<file path="config.mk">
export PLATFORM = sky130hd
export DESIGN_NAME = fetch_unit
export DESIGN_NICKNAME = d
export VERILOG_FILES = /design/src/rtl/fetch_unit.sv
export SDC_FILE = /design/constraint.sdc
export NUM_CORES = 1
export LEC_CHECK = 0
export BUFFER_PORTS_ARGS = -buffer_cell sky130_fd_sc_hd__buf_2
export CAP_MARGIN = 40
export CORE_UTILIZATION = 60
export CTS_CLUSTER_SIZE = 40
export DETAILED_ROUTE_END_ITERATION = 8
export PLACE_DENSITY = 0.88
export SLEW_MARGIN = 10
export SYNTH_ARGS = -nofsm -noshare
export SYNTH_HDL_FRONTEND = slang
export SYNTH_SLANG_ARGS = --single-unit
</file>
<file path="constraint.sdc">
create_clock -name clk -period 8.8 [get_ports clk]
set_input_delay 0.88 -clock clk [delete_from_list [all_inputs] [get_ports clk]]
set_output_delay 0.88 -clock clk [all_outputs]
set_load 0.005 [all_outputs]
</file>
<file path="src/rtl/fetch_unit.sv">
// rtl/fetch_unit.sv - IF stage plus IF/ID pipeline register for the RV32I core
//
// Purpose: generates fetch addresses and drives a single-outstanding,
// variable-latency instruction-memory handshake. Applies EX redirects and
// hazard-unit stalls/flushes. Holds one returned instruction while decode is
// stalled.
//
// Ports:
//   clk, rst             core clock, synchronous active-high reset
//   stallF, stallD       active-low stalls (1 = PC / IF/ID may advance)
//   flushD               1 = IF/ID becomes a bubble
//   pc_sel, pc_target    EX-stage redirect
//   imem_req, imem_addr  fetch request and address
//   imem_ready           response valid; completes the request
//   imem_rdata           fetched instruction
//   PC_D, PCplus4_D      IF/ID PC and PC+4
//   Instr_D, valid_D     IF/ID instruction, 1 = real fetched instruction
module fetch_unit #(
  parameter logic [31:0] RESET_PC  = 32'h0000_0000,
  parameter logic [31:0] NOP_INSTR = 32'h0000_0013
) (
  input  logic        clk,
  input  logic        rst,
  input  logic        stallF,
  input  logic        stallD,
  input  logic        flushD,
  input  logic        pc_sel,
  input  logic [31:0] pc_target,
  output logic        imem_req,
  output logic [31:0] imem_addr,
  input  logic        imem_ready,
  input  logic [31:0] imem_rdata,
  output logic [31:0] PC_D,
  output logic [31:0] PCplus4_D,
  output logic [31:0] Instr_D,
  output logic        valid_D
);

  typedef enum logic [1:0] {S_FETCH, S_HOLD, S_KILL} state_e;

  state_e      state_q, state_d;
  logic [31:0] pc_f_q, pc_f_d;
  logic [31:0] req_addr_q, req_addr_d;
  logic [31:0] buf_instr_q, buf_instr_d;
  logic [31:0] buf_pc_q, buf_pc_d;
  logic [31:0] id_pc_q, id_pc_d;
  logic [31:0] id_pcp4_q, id_pcp4_d;
  logic [31:0] id_instr_q, id_instr_d;
  logic        id_valid_q, id_valid_d;

  logic        adv;
  logic        deliver;
  logic [31:0] dlv_pc;
  logic [31:0] dlv_instr;

  assign adv = stallF & stallD;

  always_comb begin
    state_d     = state_q;
    pc_f_d      = pc_f_q;
    req_addr_d  = req_addr_q;
    buf_instr_d = buf_instr_q;
    buf_pc_d    = buf_pc_q;
    imem_req    = 1'b0;
    imem_addr   = req_addr_q;
    deliver     = 1'b0;
    dlv_pc      = req_addr_q;
    dlv_instr   = imem_rdata;

    case (state_q)
      S_FETCH: begin
        imem_req   = 1'b1;
        imem_addr  = pc_f_q;
        // Remember the issued address so a kill can keep presenting it.
        req_addr_d = pc_f_q;
        if (imem_ready) begin
          if (pc_sel) begin
            pc_f_d = pc_target;
          end else if (adv) begin
            deliver = 1'b1;
            dlv_pc  = pc_f_q;
            pc_f_d  = pc_f_q + 32'd4;
          end else begin
            buf_instr_d = imem_rdata;
            buf_pc_d    = pc_f_q;
            state_d     = S_HOLD;
          end
        end else if (pc_sel) begin
          pc_f_d  = pc_target;
          state_d = S_KILL;
        end
      end
      S_HOLD: begin
        if (pc_sel) begin
          pc_f_d  = pc_target;
          state_d = S_FETCH;
        end else if (adv) begin
          deliver   = 1'b1;
          dlv_pc    = buf_pc_q;
          dlv_instr = buf_instr_q;
          pc_f_d    = buf_pc_q + 32'd4;
          state_d   = S_FETCH;
        end
      end
      S_KILL: begin
        // The stale request must complete before a new one may issue.
        imem_req  = 1'b1;
        imem_addr = req_addr_q;
        if (pc_sel) begin
          pc_f_d = pc_target;
        end
        if (imem_ready) begin
          state_d = S_FETCH;
        end
      end
      default: state_d = S_FETCH;
    endcase

    if (rst) begin
      imem_req = 1'b0;
    end
  end

  // IF/ID: flush beats stall; an advancing slot with nothing to deliver
  // takes a bubble.
  always_comb begin
    id_pc_d    = id_pc_q;
    id_pcp4_d  = id_pcp4_q;
    id_instr_d = id_instr_q;
    id_valid_d = id_valid_q;
    if (flushD || (stallD && !deliver)) begin
      id_pc_d    = 32'd0;
      id_pcp4_d  = 32'd0;
      id_instr_d = NOP_INSTR;
      id_valid_d = 1'b0;
    end else if (stallD) begin
      id_pc_d    = dlv_pc;
      id_pcp4_d  = dlv_pc + 32'd4;
      id_instr_d = dlv_instr;
      id_valid_d = 1'b1;
    end
  end

  always_ff @(posedge clk) begin
    if (rst) begin
      state_q     <= S_FETCH;
      pc_f_q      <= RESET_PC;
      req_addr_q  <= RESET_PC;
      buf_instr_q <= NOP_INSTR;
      buf_pc_q    <= 32'd0;
      id_pc_q     <= 32'd0;
      id_pcp4_q   <= 32'd0;
      id_instr_q  <= NOP_INSTR;
      id_valid_q  <= 1'b0;
    end else begin
      state_q     <= state_d;
      pc_f_q      <= pc_f_d;
      req_addr_q  <= req_addr_d;
      buf_instr_q <= buf_instr_d;
      buf_pc_q    <= buf_pc_d;
      id_pc_q     <= id_pc_d;
      id_pcp4_q   <= id_pcp4_d;
      id_instr_q  <= id_instr_d;
      id_valid_q  <= id_valid_d;
    end
  end

  assign PC_D      = id_pc_q;
  assign PCplus4_D = id_pcp4_q;
  assign Instr_D   = id_instr_q;
  assign valid_D   = id_valid_q;

endmodule

</file>
==> flow_summary.rst <==
.. list-table::
   :header-rows: 1

   * - Metric
     - Value
   * - Worst Reg2Reg Path Length in Cells
     - 10
   * - Number of instances on the worst hold path
     - 2
   * - Core ar.
     - 19500 um^2
   * - Critical path class
     - reg -> reg
   * - Initial antenna violation count
     - 0
   * - Final #Nets
     - 1697
   * - Detailed placer's ending HPWL
     - 25400 um
   * - Final setup fails
     - 0
   * - WP data arrival
     - 4.73 ns
   * - Total cell area at the placement stage
     - 12800 um^2
   * - Max-cap violation count
     - 0
   * - Die footprint
     - 20500 um^2
   * - Most repeated cell in the gate-level netlist after synthesis
     - sky130_fd_sc_hd__nand2_1
   * - Xor/xnor cell area share of the yosys netlist
     - 0.0425
   * - Iteration-0 DRC count of the detailed router
     - 1487
   * - Post-detailed-route via-to-cell ratio
     - 6.44
   * - Number of fill cells in the layout
     - 1563
   * - Detailed-route wire length
     - 37700 um
   * - Data required time at the worst endpoint
     - 9.19 ns
   * - Avg Inst Size Synth
     - 7.90 um^2
   * - Worst setup SP type
     - flip-flop
   * - Kind of end point of the critical path
     - flip-flop
   * - Largest area contributor in the netlist
     - sky130_fd_sc_hd__dfxtp_1
   * - Tot GR Track Use
     - 0.356
   * - Most instantiated flip-flop cell in the synthesis netlist
     - sky130_fd_sc_hd__dfxtp_1
   * - Top-Level Pins
     - 201
   * - Post-synthesis cell type count
     - 75
   * - Share of layout cells above drive strength 1
     - 0.193
   * - Largest family of logic cells by synthesized area
     - simple AND/OR/NAND/NOR gates
   * - Number of design rule violations left after detail routing
     - 0
   * - Vias in the first global route
     - 10786
   * - Die X
     - 143 um
   * - Antenna Diode Count
     - 0
   * - Antenna Violating Nets Remaining
     - 0
   * - Post-cts repair resize count
     - 0
   * - Final period demand of the worst path
     - 4.34 ns
   * - Hold slack final
     - 0.454 ns
   * - Clock H-tree levels
     - 1
   * - First-pass detailed-route iteration total
     - 6
   * - Total number of vias
     - 12225
   * - Part of the cycle the worst path needs
     - 0.493
   * - Largest net degree at the start of global routing
     - 81
   * - Most instantiated cells after synthesis
     - 258 x sky130_fd_sc_hd__nand2_1, 225 x sky130_fd_sc_hd__dfxtp_1, 135 x sky130_fd_sc_hd__nor2_1
   * - Number of buffers inserted to repair setup after CTS
     - 0
   * - Initial Utilization
     - 0.612
   * - Maximum number of buffers from clock root to sink
     - 3
   * - CP Max Fanout
     - 22
   * - Clock latency reported for the late side of the worst-skew pair
     - 0.53 ns
   * - Share of the synthesized area in the top cell type
     - 0.377
   * - Post-synthesis mux area share
     - 0.0590
   * - Gr ovfl total
     - 0
   * - Result of the run
     - complete, no violations
   * - Slew at the pin with the worst max-slew slack
     - 1.01 ns
   * - Final hold violation count
     - 0
   * - Clock Root Buffer
     - sky130_fd_sc_hd__clkbuf_16
   * - Number of max-slew violations in the final report
     - 0
   * - Count of yosys warnings during synthesis
     - 0
   * - Sinks on Clock Net
     - 225
   * - Setup_tns
     - 0 ns
   * - Adder and majority gate portion of the synthesized area
     - 0.00733
   * - Row count
     - 51
   * - Overall power of the completed layout
     - 2.82 mW
   * - Mapped Nets
     - 1592
   * - Final Core Density
     - 0.698
   * - P_leak
     - 5.47 nW
   * - Area grow syn2layout
     - 14.0%
   * - Synth Area in Simple Gates
     - 0.257
   * - Number of synthesized flops with an enable pin
     - 0
   * - Hold buffer count at CTS
     - 0
   * - FF+latch count, synth
     - 225
   * - Cell types with the largest area share after synthesis
     - sky130_fd_sc_hd__dfxtp_1 38%, sky130_fd_sc_hd__nand2_1 8.1%, sky130_fd_sc_hd__a21oi_1 4.4%, sky130_fd_sc_hd__nor2_1 4.2%, sky130_fd_sc_hd__mux2_2 3.7%
   * - Worst clock skew on the final layout
     - 0.00954 ns
   * - CTS clock-pin slew for the worst setup and hold paths
     - 0.07 ns
   * - Register area share after synthesis
     - 0.377
   * - Routed length per placed instance
     - 19.9 um
   * - RSZ-0062 raised after global routing
     - false
   * - Class of the worst hold path
     - reg -> reg
   * - First-pass GRT wire length
     - 57700 um
   * - Finished layout cell area
     - 13600 um^2
   * - Highest clock frequency the design can meet
     - 230 MHz
   * - Cell area power density
     - 207 nW/um^2
   * - Share of the synthesized area in compound gates (AO/OA/AOI/OAI)
     - 0.203
   * - Number of CTS-inserted buffers
     - 24
   * - Routability-driven placement congestion ratio
     - 0.934
   * - Clock tree from TritonCTS
     - done
   * - FFs w/ async S/R, synth
     - 0
   * - Vertical extent of the die
     - 143 um
   * - Area of the mapped netlist
     - 12000 um^2
   * - Number of buffers added on ports
     - 200
   * - Peak VDD IR
     - 0.140 mV
   * - Tightest slew margin relative to the limit
     - 0.329
   * - Post-synthesis cell count
     - 1514
[metrics by stage]
step,setup slack [ns],cells
finish,4.46,1899
global route,4.28,1899
CTS,4.52,1899
detailed placement,4.05,1858
global placement,3.82,1855
floorplan,5.22,1514
[cell families (layout without fill, tap and decap cells)]
family,count (synthesis),in the layout
flip-flops,225,225
adder cells (fa/ha/maj),7,7
buffers and inverters,152,272
multiplexers,64,64
AO/OA/AOI/OAI,358,358
XOR/XNOR,58,58
AND/OR/NAND/NOR,650,650
[flip-flops by register name, indices dropped and copies added (netlist names), 2 cells and up]
signal,cells
Instr_D,32
PC_D,32
buf_instr_q,32
buf_pc_q,32
pc_f_q,32
req_addr_q,32
PCplus4_D,30
state_q,2
[power by group]
part | switching, mW | internal, mW | leakage (nW)
logic | 0.371 | 0.238 | 3.26
clock network | 0.423 | 0.586 | 0.377
registers | 0.111 | 1.09 | 1.83
total | 0.905 | 1.92 | 5.47
[worst max-delay path, stage by stage, from the launching register on]
cell	delay, ns
sky130_fd_sc_hd__dfxtp_1	0.34
sky130_fd_sc_hd__inv_1	0.09
sky130_fd_sc_hd__ha_1	0.66
sky130_fd_sc_hd__and4b_1	0.65
sky130_fd_sc_hd__buf_8	0.23
sky130_fd_sc_hd__a221oi_1	0.17
sky130_fd_sc_hd__or4_1	0.73
sky130_fd_sc_hd__or4_4	0.66
sky130_fd_sc_hd__or4_1	0.49
sky130_fd_sc_hd__nand3_1	0.10
sky130_fd_sc_hd__a21oi_1	0.08
[layout by cell type, fill, tap and decap left out, drive strengths merged, types with 32 or more instances in the layout]
master    n
mux2     39
nand2   258
a211oi   32
nor2b    37
a311oi   34
nand3    76
o21ai    63
dfxtp   225
nor2    136
xnor2    33
a21oi   105
buf     219
[final timing paths]
path,start,endpoint,slack (ns)
worst max-delay path,state_q[1],PCplus4_D[31],4.46
worst min-delay path,buf_instr_q[30],buf_instr_q[30],0.45
worst max register to register,state_q[1],PCplus4_D[31],4.46
worst min register to register,buf_instr_q[30],buf_instr_q[30],0.45
[final cells by class]
class / count / area [um^2] / share of cell area
inverter: 12 / 45.0 / 0.00331
multi-input combinational: 1137 / 6810 / 0.500
tap: 265 / 332 / 0.0243
timing repair buffer: 219 / 1160 / 0.0848
sequential: 225 / 4500 / 0.331
clock inverter: 11 / 128 / 0.00936
clock buffer: 30 / 653 / 0.0479
[per-layer routing]
layer / wire (um) / GRT usage / vias to the layer above
met2: 16700 / 0.546 / 793
met5: 0 / 0 / -
li1: - / - / 5631
met1: 15300 / 0.498 / 5697
met3: 4380 / 0.0644 / 104
met4: 1290 / 0.131 / 0
Power figures use the tool's default switching activity.
